$ cat src/rtl/decode_stage.sv
// RV64I decode stage: one-cycle decode into a 2-entry (output + skid) buffer.
// Optional RV64M decode is enabled by defining DECODE_RVM_EN.
module decode_stage #(
  parameter int PC_WIDTH  = 64,
  parameter int CNT_WIDTH = 32
) (
  input  logic                 clock,
  input  logic                 reset_n,
  input  logic                 flush,
  input  logic                 in_valid,
  output logic                 in_ready,
  input  logic [31:0]          in_instr,
  input  logic [PC_WIDTH-1:0]  in_pc,
  output logic                 out_valid,
  input  logic                 out_ready,
  output logic [PC_WIDTH-1:0]  out_pc,
  output logic [4:0]           out_rs1,
  output logic [4:0]           out_rs2,
  output logic [4:0]           out_rd,
  output logic [63:0]          out_imm,
  output logic [9:0]           out_alu_type,
  output logic [5:0]           out_cx_type,
  output logic [12:0]          out_muldiv_type,
  output logic [3:0]           out_ls_size,
  output logic                 out_is_load,
  output logic                 out_is_store,
  output logic                 out_is_unsigned,
  output logic                 out_is_word,
  output logic                 out_is_imm,
  output logic                 out_need_to_wb,
  output logic                 out_illegal,
  output logic [CNT_WIDTH-1:0] decoded_count
);

  localparam logic [9:0] IS_ADD   = 10'h001;
  localparam logic [9:0] IS_SUB   = 10'h002;
  localparam logic [9:0] IS_SLL   = 10'h004;
  localparam logic [9:0] IS_SLT   = 10'h008;
  localparam logic [9:0] IS_XOR   = 10'h010;
  localparam logic [9:0] IS_SRL   = 10'h020;
  localparam logic [9:0] IS_SRA   = 10'h040;
  localparam logic [9:0] IS_OR    = 10'h080;
  localparam logic [9:0] IS_AND   = 10'h100;
  localparam logic [9:0] IS_AUIPC = 10'h200;

  localparam logic [5:0] IS_JAL  = 6'h01;
  localparam logic [5:0] IS_JALR = 6'h02;
  localparam logic [5:0] IS_BEQ  = 6'h04;
  localparam logic [5:0] IS_BNE  = 6'h08;
  localparam logic [5:0] IS_BLT  = 6'h10;
  localparam logic [5:0] IS_BGE  = 6'h20;

  typedef struct packed {
    logic [PC_WIDTH-1:0] pc;
    logic [4:0]          rs1;
    logic [4:0]          rs2;
    logic [4:0]          rd;
    logic [63:0]         imm;
    logic [9:0]          alu;
    logic [5:0]          cx;
    logic [12:0]         md;
    logic [3:0]          ls;
    logic                ld;
    logic                st;
    logic                uns;
    logic                word;
    logic                isimm;
    logic                wb;
    logic                ill;
  } dec_t;

  logic [6:0]  w_op;
  logic [2:0]  w_f3;
  logic [6:0]  w_f7;
  logic [63:0] w_imm_i, w_imm_s, w_imm_b, w_imm_u, w_imm_j;
  logic        w_ill, w_wr;
  dec_t        w_dec;

  assign w_op    = in_instr[6:0];
  assign w_f3    = in_instr[14:12];
  assign w_f7    = in_instr[31:25];
  assign w_imm_i = {{52{in_instr[31]}}, in_instr[31:20]};
  assign w_imm_s = {{52{in_instr[31]}}, in_instr[31:25], in_instr[11:7]};
  assign w_imm_b = {{52{in_instr[31]}}, in_instr[7], in_instr[30:25], in_instr[11:8], 1'b0};
  assign w_imm_u = {{32{in_instr[31]}}, in_instr[31:12], 12'b0};
  assign w_imm_j = {{44{in_instr[31]}}, in_instr[19:12], in_instr[20], in_instr[30:21], 1'b0};

  always_comb begin
    w_ill     = 1'b0;
    w_wr      = 1'b0;
    w_dec     = '0;
    w_dec.pc  = in_pc;
    w_dec.rs1 = in_instr[19:15];
    w_dec.rs2 = in_instr[24:20];
    w_dec.rd  = in_instr[11:7];
    case (w_op)
      7'b0110111: begin  // LUI computes x0 + imm
        w_dec.alu = IS_ADD; w_dec.isimm = 1'b1; w_dec.imm = w_imm_u; w_dec.rs1 = 5'd0; w_wr = 1'b1;
      end
      7'b0010111: begin
        w_dec.alu = IS_AUIPC; w_dec.isimm = 1'b1; w_dec.imm = w_imm_u; w_wr = 1'b1;
      end
      7'b1101111: begin
        w_dec.cx = IS_JAL; w_dec.imm = w_imm_j; w_wr = 1'b1;
      end
      7'b1100111: begin
        w_dec.cx = IS_JALR; w_dec.imm = w_imm_i; w_wr = 1'b1;
        w_ill = (w_f3 != 3'd0);
      end
      7'b1100011: begin
        w_dec.imm = w_imm_b;
        w_dec.uns = w_f3[1];
        case (w_f3)
          3'd0:         w_dec.cx = IS_BEQ;
          3'd1:         w_dec.cx = IS_BNE;
          3'd4, 3'd6:   w_dec.cx = IS_BLT;
          3'd5, 3'd7:   w_dec.cx = IS_BGE;
          default:      w_ill = 1'b1;
        endcase
      end
      7'b0000011: begin
        w_dec.ld = 1'b1; w_dec.isimm = 1'b1; w_dec.imm = w_imm_i; w_wr = 1'b1;
        w_dec.ls = 4'd1 << w_f3[1:0];
        w_dec.uns = w_f3[2];
        w_ill = (w_f3 == 3'd7);
      end
      7'b0100011: begin
        w_dec.st = 1'b1; w_dec.isimm = 1'b1; w_dec.imm = w_imm_s;
        w_dec.ls = 4'd1 << w_f3[1:0];
        w_ill = w_f3[2];
      end
      7'b0010011: begin
        w_dec.isimm = 1'b1; w_dec.imm = w_imm_i; w_wr = 1'b1;
        case (w_f3)
          3'd0: w_dec.alu = IS_ADD;
          3'd1: begin w_dec.alu = IS_SLL; w_ill = (in_instr[31:26] != 6'd0); end
          3'd2: w_dec.alu = IS_SLT;
          3'd3: begin w_dec.alu = IS_SLT; w_dec.uns = 1'b1; end
          3'd4: w_dec.alu = IS_XOR;
          3'd5: begin
            if (in_instr[31:26] == 6'b000000)      w_dec.alu = IS_SRL;
            else if (in_instr[31:26] == 6'b010000) w_dec.alu = IS_SRA;
            else                                   w_ill = 1'b1;
          end
          3'd6: w_dec.alu = IS_OR;
          default: w_dec.alu = IS_AND;
        endcase
      end
      7'b0011011: begin
        w_dec.word = 1'b1; w_dec.isimm = 1'b1; w_dec.imm = w_imm_i; w_wr = 1'b1;
        case (w_f3)
          3'd0: w_dec.alu = IS_ADD;
          3'd1: begin w_dec.alu = IS_SLL; w_ill = (w_f7 != 7'h00); end
          3'd5: begin
            if (w_f7 == 7'h00)      w_dec.alu = IS_SRL;
            else if (w_f7 == 7'h20) w_dec.alu = IS_SRA;
            else                    w_ill = 1'b1;
          end
          default: w_ill = 1'b1;
        endcase
      end
      7'b0110011: begin
        w_wr = 1'b1;
        case (w_f7)
          7'h00: begin
            case (w_f3)
              3'd0: w_dec.alu = IS_ADD;
              3'd1: w_dec.alu = IS_SLL;
              3'd2: w_dec.alu = IS_SLT;
              3'd3: begin w_dec.alu = IS_SLT; w_dec.uns = 1'b1; end
              3'd4: w_dec.alu = IS_XOR;
              3'd5: w_dec.alu = IS_SRL;
              3'd6: w_dec.alu = IS_OR;
              default: w_dec.alu = IS_AND;
            endcase
          end
          7'h20: begin
            if (w_f3 == 3'd0)      w_dec.alu = IS_SUB;
            else if (w_f3 == 3'd5) w_dec.alu = IS_SRA;
            else                   w_ill = 1'b1;
          end
`ifdef DECODE_RVM_EN
          7'h01: w_dec.md = 13'd1 << w_f3;  // MUL..REMU occupy bits 0..7 in funct3 order
`endif
          default: w_ill = 1'b1;
        endcase
      end
      7'b0111011: begin
        w_wr = 1'b1; w_dec.word = 1'b1;
        case (w_f7)
          7'h00: begin
            if (w_f3 == 3'd0)      w_dec.alu = IS_ADD;
            else if (w_f3 == 3'd1) w_dec.alu = IS_SLL;
            else if (w_f3 == 3'd5) w_dec.alu = IS_SRL;
            else                   w_ill = 1'b1;
          end
          7'h20: begin
            if (w_f3 == 3'd0)      w_dec.alu = IS_SUB;
            else if (w_f3 == 3'd5) w_dec.alu = IS_SRA;
            else                   w_ill = 1'b1;
          end
`ifdef DECODE_RVM_EN
          7'h01: begin  // MULW at bit 8, DIVW..REMUW at bits 9..12
            if (w_f3 == 3'd0)  w_dec.md = 13'h0100;
            else if (w_f3[2])  w_dec.md = 13'd1 << ({1'b0, w_f3} + 4'd5);
            else               w_ill = 1'b1;
          end
`endif
          default: w_ill = 1'b1;
        endcase
      end
      7'b0001111: w_ill = (w_f3 != 3'd0);
      7'b1110011: w_ill = !((in_instr == 32'h0000_0073) || (in_instr == 32'h0010_0073));
      default:    w_ill = 1'b1;
    endcase
    if (w_ill) begin
      w_dec     = '0;
      w_dec.pc  = in_pc;
      w_dec.rs1 = in_instr[19:15];
      w_dec.rs2 = in_instr[24:20];
      w_dec.rd  = in_instr[11:7];
      w_dec.ill = 1'b1;
    end
    w_dec.wb = w_wr && !w_ill && (in_instr[11:7] != 5'd0);
  end

  dec_t                 r_out, r_skid;
  logic                 r_out_vld, r_skid_vld, r_in_ready;
  logic [CNT_WIDTH-1:0] r_cnt;
  logic                 w_acc, w_done;

  assign w_acc  = in_valid && r_in_ready;
  assign w_done = r_out_vld && out_ready;

  always_ff @(posedge clock) begin
    if (!reset_n) begin
      r_out      <= '0;
      r_skid     <= '0;
      r_out_vld  <= 1'b0;
      r_skid_vld <= 1'b0;
      r_in_ready <= 1'b1;
      r_cnt      <= '0;
    end else if (flush) begin
      r_out_vld  <= 1'b0;
      r_skid_vld <= 1'b0;
      r_in_ready <= 1'b1;
    end else begin
      if (w_done && !(&r_cnt)) r_cnt <= r_cnt + 1'b1;
      if (!r_out_vld || out_ready) begin
        // in_ready is low whenever the skid is full, so w_acc cannot coincide with a skid move
        if (r_skid_vld) begin
          r_out      <= r_skid;
          r_out_vld  <= 1'b1;
          r_skid_vld <= 1'b0;
          r_in_ready <= 1'b1;
        end else begin
          r_out_vld <= w_acc;
          if (w_acc) r_out <= w_dec;
        end
      end else if (w_acc) begin
        r_skid     <= w_dec;
        r_skid_vld <= 1'b1;
        r_in_ready <= 1'b0;
      end
    end
  end

  assign in_ready        = r_in_ready;
  assign out_valid       = r_out_vld;
  assign out_pc          = r_out.pc;
  assign out_rs1         = r_out.rs1;
  assign out_rs2         = r_out.rs2;
  assign out_rd          = r_out.rd;
  assign out_imm         = r_out.imm;
  assign out_alu_type    = r_out.alu;
  assign out_cx_type     = r_out.cx;
  assign out_muldiv_type = r_out.md;
  assign out_ls_size     = r_out.ls;
  assign out_is_load     = r_out.ld;
  assign out_is_store    = r_out.st;
  assign out_is_unsigned = r_out.uns;
  assign out_is_word     = r_out.word;
  assign out_is_imm      = r_out.isimm;
  assign out_need_to_wb  = r_out.wb;
  assign out_illegal     = r_out.ill;
  assign decoded_count   = r_cnt;

endmodule

$ cat config.mk
export PLATFORM = sky130hd
export DESIGN_NAME = decode_stage
export DESIGN_NICKNAME = d
export VERILOG_FILES = /design/src/rtl/decode_stage.sv
export SDC_FILE = /design/constraint.sdc
export NUM_CORES = 1
export LEC_CHECK = 0
export ABC_CLOCK_PERIOD_IN_PS = 2900
export BUFFER_PORTS_ARGS = -buffer_cell sky130_fd_sc_hd__buf_2
export CORE_ASPECT_RATIO = 1.2
export CORE_MARGIN = 4
export CORE_UTILIZATION = 40
export DETAILED_ROUTE_END_ITERATION = 16
export HOLD_SLACK_MARGIN = 0.12
export SETUP_SLACK_MARGIN = 0.05
export SYNTH_ARGS = -nofsm -noshare
export SYNTH_HDL_FRONTEND = slang
export SYNTH_SLANG_ARGS = --single-unit
$ cat constraint.sdc
create_clock -name clock -period 2.9 [get_ports clock]
set_input_delay 0.145 -clock clock [delete_from_list [all_inputs] [get_ports clock]]
set_output_delay 0.145 -clock clock [all_outputs]
set_load 0.05 [all_outputs]
==> results of run 1 <==
-- final timing paths --
path                 from           to  slack (ns)  cells after the start
max          in_instr[26]   r_skid[32]        0.18                      8
min          in_instr[31]  r_skid[102]        0.16                      4
max reg2reg    r_skid_vld     in_ready        0.62                      5
min reg2reg    r_skid[54]   r_skid[54]        0.45                      2
-- worst min-delay path, stage by stage --
cell	delay [ns]
sky130_fd_sc_hd__buf_2	0.12
sky130_fd_sc_hd__buf_4	0.15
sky130_fd_sc_hd__nand3_1	0.13
sky130_fd_sc_hd__o21ai_1	0.08
-- cell usage after synthesis, types with 4 or more instances --
cell and count:
sky130_fd_sc_hd__or3_1 18, sky130_fd_sc_hd__nand2b_1 11, sky130_fd_sc_hd__o22ai_1 34, sky130_fd_sc_hd__and3_1 41
sky130_fd_sc_hd__o31ai_1 20, sky130_fd_sc_hd__a22oi_1 5, sky130_fd_sc_hd__nor3_1 20, sky130_fd_sc_hd__or4_1 4
sky130_fd_sc_hd__nor2_1 143, sky130_fd_sc_hd__o21ai_1 10, sky130_fd_sc_hd__mux2i_1 81, sky130_fd_sc_hd__nand3_1 40
sky130_fd_sc_hd__nor4_1 12, sky130_fd_sc_hd__and2_1 10, sky130_fd_sc_hd__buf_4 45, sky130_fd_sc_hd__buf_1 14
sky130_fd_sc_hd__xor2_1 12, sky130_fd_sc_hd__o21ai_0 41, sky130_fd_sc_hd__a21o_1 4, sky130_fd_sc_hd__a32o_1 6
sky130_fd_sc_hd__nand4b_1 4, sky130_fd_sc_hd__a31oi_1 4, sky130_fd_sc_hd__a211oi_1 79, sky130_fd_sc_hd__o211ai_1 8
sky130_fd_sc_hd__o211a_1 6, sky130_fd_sc_hd__a21oi_1 169, sky130_fd_sc_hd__nand3b_1 4, sky130_fd_sc_hd__inv_1 7
sky130_fd_sc_hd__xnor2_1 10, sky130_fd_sc_hd__dfxtp_1 311, sky130_fd_sc_hd__a22o_1 4, sky130_fd_sc_hd__nor2b_1 8
sky130_fd_sc_hd__nand4_1 15, sky130_fd_sc_hd__and4_1 4, sky130_fd_sc_hd__clkbuf_1 118, sky130_fd_sc_hd__nand2_1 281
-- final cells by class --
| class | instances | area [µm²] | area share |
|---|---|---|---|
| flip-flops and latches | 311 | 6230 | 0.358 |
| repair buffers | 435 | 2750 | 0.158 |
| well taps | 450 | 563 | 0.0323 |
| clock inverters | 15 | 305 | 0.0175 |
| clock buffers | 47 | 971 | 0.0557 |
| inverters | 8 | 35.0 | 0.00201 |
| multi-input cells | 1165 | 6560 | 0.377 |
-- registers in the layout (all words and copies together), names as in the netlist --
| signal | cells |
|---|---|
| r_skid | 138 |
| out_is_load | 1 |
| out_ls_size | 4 |
| out_alu_type | 10 |
| in_ready | 1 |
| out_is_store | 1 |
| out_need_to_wb | 1 |
| out_pc | 64 |
| out_imm | 32 |
| out_rs1 | 5 |
| out_valid | 1 |
| out_rd | 5 |
| out_is_imm | 1 |
| out_is_unsigned | 1 |
| r_skid_vld | 1 |
| out_rs2 | 5 |
| out_cx_type | 6 |
| out_illegal | 1 |
| decoded_count | 32 |
| out_is_word | 1 |
-- layout by cell type, fill, tap and decap left out, types with 40 or more instances in the layout --
master / Yosys / routed
sky130_fd_sc_hd__dfxtp_1: 311 / 310
sky130_fd_sc_hd__buf_2: 0 / 304
sky130_fd_sc_hd__nand2_1: 281 / 281
sky130_fd_sc_hd__a21oi_1: 169 / 169
sky130_fd_sc_hd__nor2_1: 143 / 142
sky130_fd_sc_hd__dlygate4sd3_1: 0 / 94
sky130_fd_sc_hd__mux2i_1: 81 / 81
sky130_fd_sc_hd__a211oi_1: 79 / 79
sky130_fd_sc_hd__and3_1: 41 / 41
sky130_fd_sc_hd__o21ai_0: 41 / 41
sky130_fd_sc_hd__nand3_1: 40 / 40
-- kinds of logic after synthesis --
kind of cell / Yosys count / synth area share
AOI/OAI and AO/OA: 418 / 0.192
xor gates and xnor gates: 22 / 0.0142
muxes: 81 / 0.0597
DFF: 311 / 0.458
other: 1 / 0.000276
buffers and inverters: 186 / 0.0643
and+or+nand+nor: 630 / 0.211
adders and majority gates: 1 / 0.000920
-- per-layer routing --
metal	global-route usage	part of all wire	vias to the layer above
met4	0.0802	0.034	0
met5	0	0	-
met3	0.0450	0.076	78
met2	0.367	0.46	485
li1	-	-	6400
met1	0.299	0.43	6060
-- repair_timing --
item,in CTS,in global routing
endpoints found under the hold margin,232,0
gates resized for setup,0,1
hold buffers,94,0
endpoints found under the setup margin,0,7
-- where the power goes --
| part | internal (mW) | switching (mW) |
|---|---|---|
| combinational | 0.352 | 0.866 |
| sequential | 4.38 | 0.0571 |
| clock | 3.08 | 1.81 |
==> parameters.txt, run 1 <==
Parameter                              Value

Critical path
  Worst path max stage delay    0.53 ns
  Crit start category    input pin
  Most Frequent Cell on Critical Path    sky130_fd_sc_hd__or3_1
  Critical Path AT    3.16 ns
  Worst-path cell with the longest stage delay    sky130_fd_sc_hd__dlygate4sd3_1
  Top fanout value on the critical path    15
  Cell Chain, Critical Path    dlygate4sd3_1, buf_2, or3_1, nor4_1, a31oi_1, or3_1, or3_4, o21ai_0
  Buffers plus inverters on the worst setup path    2
  Required time of the critical path    3.34 ns
  Crit end category    register
  Worst Path Class, Setup    in2reg
  Top cell family by delay on the critical path    simple AND/OR/NAND/NOR gates

Timing
  Worst Setup Slack, final    0.176 ns
  Maximum frequency from static timing analysis    0.367 GHz
  Endpoints failing hold    0
  Accumulated negative setup slack    0 ns
  Unrepaired setup endpoints after global routing    no
  Final count of negative-setup-slack endpoints    0
  Worst max-slew margin expressed relative to the limit    0.296
  Worst-case clock skew    0.0135 ns
  Fin Hold WS    0.161 ns
  Slew at the pin closest to its max-slew limit    1.06 ns
  Final Max Slew Viols    0
  Final period util    0.939
  Final worst path period need    2.72 ns

Layout
  Number of non-filler instances in the completed layout    2,431
  Ant diodes    0
  Post-layout instance area    17,400 µm²
  Layout overhead on the synthesized area    28.1%
  Layout fillers    3,169
  Final design utilization    0.522
  Share of layout cells above drive strength 1    0.208
  Total number of nets in the final design    2,057

Die
  I/O pins    318
  Width of the chip    176 µm
  DIE HEIGHT    210 µm
  Overall die area    37,000 µm²
  Row count    73
  Placeable Area    33,300 µm²
  Starting utilization of the core area    0.408

Placement
  Area post-placement    15,200 µm²
  Cells after DPL    2,275
  Detail Placement HPWL    29.4 mm
  IO Port Bufs    304
  Weighted congestion at the end of routability-driven global placement    0.964
  Worst slack at placement    0.193 ns

Yosys
  Ys flop type    sky130_fd_sc_hd__dfxtp_1
  Number of flops mapped to enable cells by yosys    0
  Sequential element share of the synthesized area    0.458
  Instance count of the mapped netlist    1,650
  Flip-flop and latch count after synthesis    311
  Dominant cells by area after synthesis    sky130_fd_sc_hd__dfxtp_1, sky130_fd_sc_hd__nand2_1, sky130_fd_sc_hd__a21oi_1, sky130_fd_sc_hd__mux2i_1, sky130_fd_sc_hd__a211oi_1
  Post-synthesis cell type with the largest combined area    sky130_fd_sc_hd__dfxtp_1
  Count of synthesis-stage warnings from yosys    0
  Avg Inst Size Synth    8.24 µm²
  Proportion of synthesized flip-flops having asynchronous set or reset    0
  Share of the synthesized area in the top cell type    0.458
  Post-synthesis cell type count    66
  Cell area after technology mapping    13,600 µm²

Route
  WL per Instance    17.9 µm
  Number of DRC violations after detailed routing    0
  Vias after detailed routing    13,023
  Drt pass-1 iters    5
  Routed vias/inst    5.36
  DRC marker count from the first detailed-route iteration    919
  Antenna Nets Post-Route    0
  Total wirelength of the detailed-routed design    43.5 mm

CTS
  Latest clock arrival within the worst-skew pair    0.53 ns
  Post-CTS Setup Repair Bufs    0
  TritonCTS clock tree    built
  Number of buffers inserted during clock tree synthesis    34
  CTS sink count    311
  CTS H-tree lvls    2
  Clk pin slew, worst setup/hold paths    0.06 ns
  Root buf cell    sky130_fd_sc_hd__clkbuf_16
  Clk buf depth    3

Pwr
  Reported leakage power    6.93 nW
  Total power consumption of the routed design    10.5 mW
  Worst VDD drop    0.000338 V
  P per Cell Area    606 nW/µm²

Global routing
  Global route overflow    0
  Via count of the first global-routing pass    12,122
  First-pass GRT wire length    68.4 mm
  Global Route Usage Sum    0.225
  Antenna violations before repair    0
  Pin count of the biggest net entering global routing    148

Hold path
  Class of the tightest hold or removal check    in2reg

Outcome
  Result of the run    finished, final reports clean

Flow run
  Number of violations of the max-capacitance limit    0
No activity file was read; power rests on OpenSTA's default activity.
==> run 2: changes to the inputs <==
--- a/config.mk
+++ b/config.mk
@@ -5,8 +5,9 @@
 export SDC_FILE = /design/constraint.sdc
 export NUM_CORES = 1
 export LEC_CHECK = 0
-export ABC_CLOCK_PERIOD_IN_PS = 2900
-export BUFFER_PORTS_ARGS = -buffer_cell sky130_fd_sc_hd__buf_2
+export ABC_CLOCK_PERIOD_IN_PS = 2250
+export BUFFER_PORTS_ARGS = -buffer_cell sky130_fd_sc_hd__buf_4
+export CAP_MARGIN = 10
 export CORE_ASPECT_RATIO = 1.2
 export CORE_MARGIN = 4
 export CORE_UTILIZATION = 40
==> constraint.sdc (replaced) <==
create_clock -name clock -period 2.25 [get_ports clock]
set_input_delay 0.1125 -clock clock [delete_from_list [all_inputs] [get_ports clock]]
set_output_delay 0.1125 -clock clock [all_outputs]
set_load 0.05 [all_outputs]
==> parameters.txt, run 2 (same netlist as run 1, synthesis figures left out) <==
Parameter                              Value

Route
  Total wirelength of the detailed-routed design    44.5 mm (+2.3%)
  Antenna Nets Post-Route    0 (unchanged)
  Number of DRC violations after detailed routing    0 (unchanged)
  Drt pass-1 iters    5 (unchanged)
  DRC marker count from the first detailed-route iteration    812 (-12%)
  Routed vias/inst    5.32 (-0.73%)
  Vias after detailed routing    13,167 (+1.1%)
  WL per Instance    18.0 µm (+0.42%)

Die
  Row count    73 (unchanged)
  Overall die area    37,000 µm² (unchanged)
  Placeable Area    33,300 µm² (unchanged)
  DIE HEIGHT    210 µm (unchanged)
  Starting utilization of the core area    0.408 (unchanged)
  I/O pins    318 (unchanged)
  Width of the chip    176 µm (unchanged)

CTS
  TritonCTS clock tree    built
  Post-CTS Setup Repair Bufs    0 (unchanged)
  CTS H-tree lvls    2 (unchanged)
  CTS sink count    311 (unchanged)
  Clk pin slew, worst setup/hold paths    0.06 ns (about the same)
  Clk buf depth    3 (unchanged)
  Number of buffers inserted during clock tree synthesis    35 (+2.9%)
  Latest clock arrival within the worst-skew pair    0.52 ns (about the same)
  Root buf cell    sky130_fd_sc_hd__clkbuf_16

Global routing
  First-pass GRT wire length    69.3 mm (+1.2%)
  Global Route Usage Sum    0.228 (+0.00273)
  Via count of the first global-routing pass    12,366 (+2.0%)
  Global route overflow    0 (unchanged)
  Antenna violations before repair    0 (unchanged)
  Pin count of the biggest net entering global routing    221 (+49%)

Critical path
  Top fanout value on the critical path    6 (-9)
  Required time of the critical path    2.70 ns (-0.64 ns)
  Critical Path AT    2.64 ns (-0.52 ns)
  Crit end category    register
  Worst Path Class, Setup    in2reg
  Crit start category    input pin

Placement
  Worst slack at placement    -0.472 ns (-0.665 ns)
  IO Port Bufs    304 (unchanged)
  Weighted congestion at the end of routability-driven global placement    0.926 (-4.0%)
  Detail Placement HPWL    29.5 mm (+0.28%)
  Cells after DPL    2,314 (+1.7%)

Layout
  Final design utilization    0.560 (+0.0372)
  Share of layout cells above drive strength 1    0.236 (+0.0275)
  Max FFs per register    138 (unchanged)
  Layout fillers    3,086 (-2.6%)
  Register area    6240 µm² (+0.20%)
  Total area of multi-input combinational cells    6660 µm² (+1.5%)
  Highest-count cells in the layout ignoring fill and taps    sky130_fd_sc_hd__buf_4, sky130_fd_sc_hd__dfxtp_1, sky130_fd_sc_hd__nand2_1, sky130_fd_sc_hd__a21oi_1, sky130_fd_sc_hd__nor2_1
  Total number of nets in the final design    2,103 (+2.2%)
  Register name with the most flops    r_skid
  Ant diodes    0 (unchanged)
  Layout overhead on the synthesized area    37.3%
  Most common cell after layout, fill and taps aside    sky130_fd_sc_hd__buf_4
  Number of non-filler instances in the completed layout    2,476 (+1.9%)

Timing
  Worst max-slew margin expressed relative to the limit    0.241 (-0.0554)
  Maximum frequency from static timing analysis    0.456 GHz
  Worst-case clock skew    0.00980 ns (-0.00368 ns)
  Endpoints failing hold    0 (unchanged)
  Unrepaired setup endpoints after global routing    no
  Final period util    0.974
  Final Max Slew Viols    0 (unchanged)
  Final worst path period need    2.19 ns
  Final count of negative-setup-slack endpoints    0 (unchanged)
  Worst Setup Slack, final    0.0582 ns (-0.118 ns)
  Slew at the pin closest to its max-slew limit    1.14 ns (+0.0831 ns)

Pwr
  Total power consumption of the routed design    13.5 mW (+28%)
  Reported leakage power    7.27 nW (+5.0%)
  P per Cell Area    722 nW/µm² (+19%)
  Worst VDD drop    0.000477 V (+41%)

Outcome
  Result of the run    finished, final reports clean

Flow run
  Number of violations of the max-capacitance limit    0 (unchanged)

Hold path
  Class of the tightest hold or removal check    in2reg
[run 2: changes by cell type in the layout (fill, tap and decap cells not counted), moves of 3 or more]
cell                            change
sky130_fd_sc_hd__or3_4              +3
sky130_fd_sc_hd__dfxtp_1           -10
sky130_fd_sc_hd__dlygate4sd3_1      +5
sky130_fd_sc_hd__buf_2            -304
sky130_fd_sc_hd__clkbuf_8           +6
sky130_fd_sc_hd__buf_12             +6
sky130_fd_sc_hd__dfxtp_2           +10
sky130_fd_sc_hd__bufinv_16          -5
sky130_fd_sc_hd__buf_4            +336
[run 2: metal layers]
metal / part of all wire / GRT usage / vias to the layer above / routed length (µm)
met2: 0.47 / 0.372 / 440 / 20800
li1: - / - / 6480 / -
met4: 0.038 / 0.0896 / 0 / 1680
met1: 0.42 / 0.295 / 6178 / 18700
met3: 0.075 / 0.0511 / 69 / 3360
met5: 0 / 0 / - / 0
[run 2: area by class of cell]
class                      count  share of cell area
timing repair buffer         479               0.211
tap                          450              0.0302
multi-input combinational   1166               0.357
clock inverter                 9             0.00684
inverter                       8             0.00188
clock buffer                  53              0.0587
sequential                   311               0.335
[run 2: worst max-delay path, stage by stage]
cell and delay, ns:
sky130_fd_sc_hd__buf_4 0.12, sky130_fd_sc_hd__dlygate4sd3_1 0.57, sky130_fd_sc_hd__buf_6 0.15, sky130_fd_sc_hd__nor4_4 0.27, sky130_fd_sc_hd__buf_4 0.18, sky130_fd_sc_hd__a31oi_4 0.09
sky130_fd_sc_hd__or3_4 0.44, sky130_fd_sc_hd__buf_4 0.17, sky130_fd_sc_hd__or4_4 0.41, sky130_fd_sc_hd__a21oi_2 0.14
[run 2: through the flow]
| step | instance area (µm²) | setup TNS (ns) | hold slack (ns) |
|---|---|---|---|
| floorplan | 13700 | 0 | 0.248 |
| global placement | 16300 | -24.05 | 0.370 |
| detailed placement | 16300 | -27.35 | 0.378 |
| CTS | 18600 | 0 | 0.126 |
| global route | 18700 | 0 | 0.129 |
| finish | 18700 | 0 | 0.150 |
[run 2: what timing repair did]
item,in CTS,in global routing
hold buffers,99,0
resized for setup,0,19
endpoints found under the hold margin,229,0
endpoints found under the setup margin,0,58
[run 2: report_power, final]
group          leakage (nW)  internal, mW  switching (mW)
clock                 0.608          3.71            2.27
sequential             2.53          5.65          0.0794
combinational          4.14         0.628            1.14
total                  7.27          9.98            3.48
[run 2: path summary, 6_finish.rpt]
path	from	to	slack (ns)	cells past startpoint
setup / recovery	in_instr[25]	out_ls_size[2]	0.06	10
hold / removal	in_instr[31]	r_skid[102]	0.15	4
setup reg to reg	decoded_count[26]	decoded_count[29]	0.26	6
hold reg to reg	r_skid[69]	r_skid[69]	0.44	2
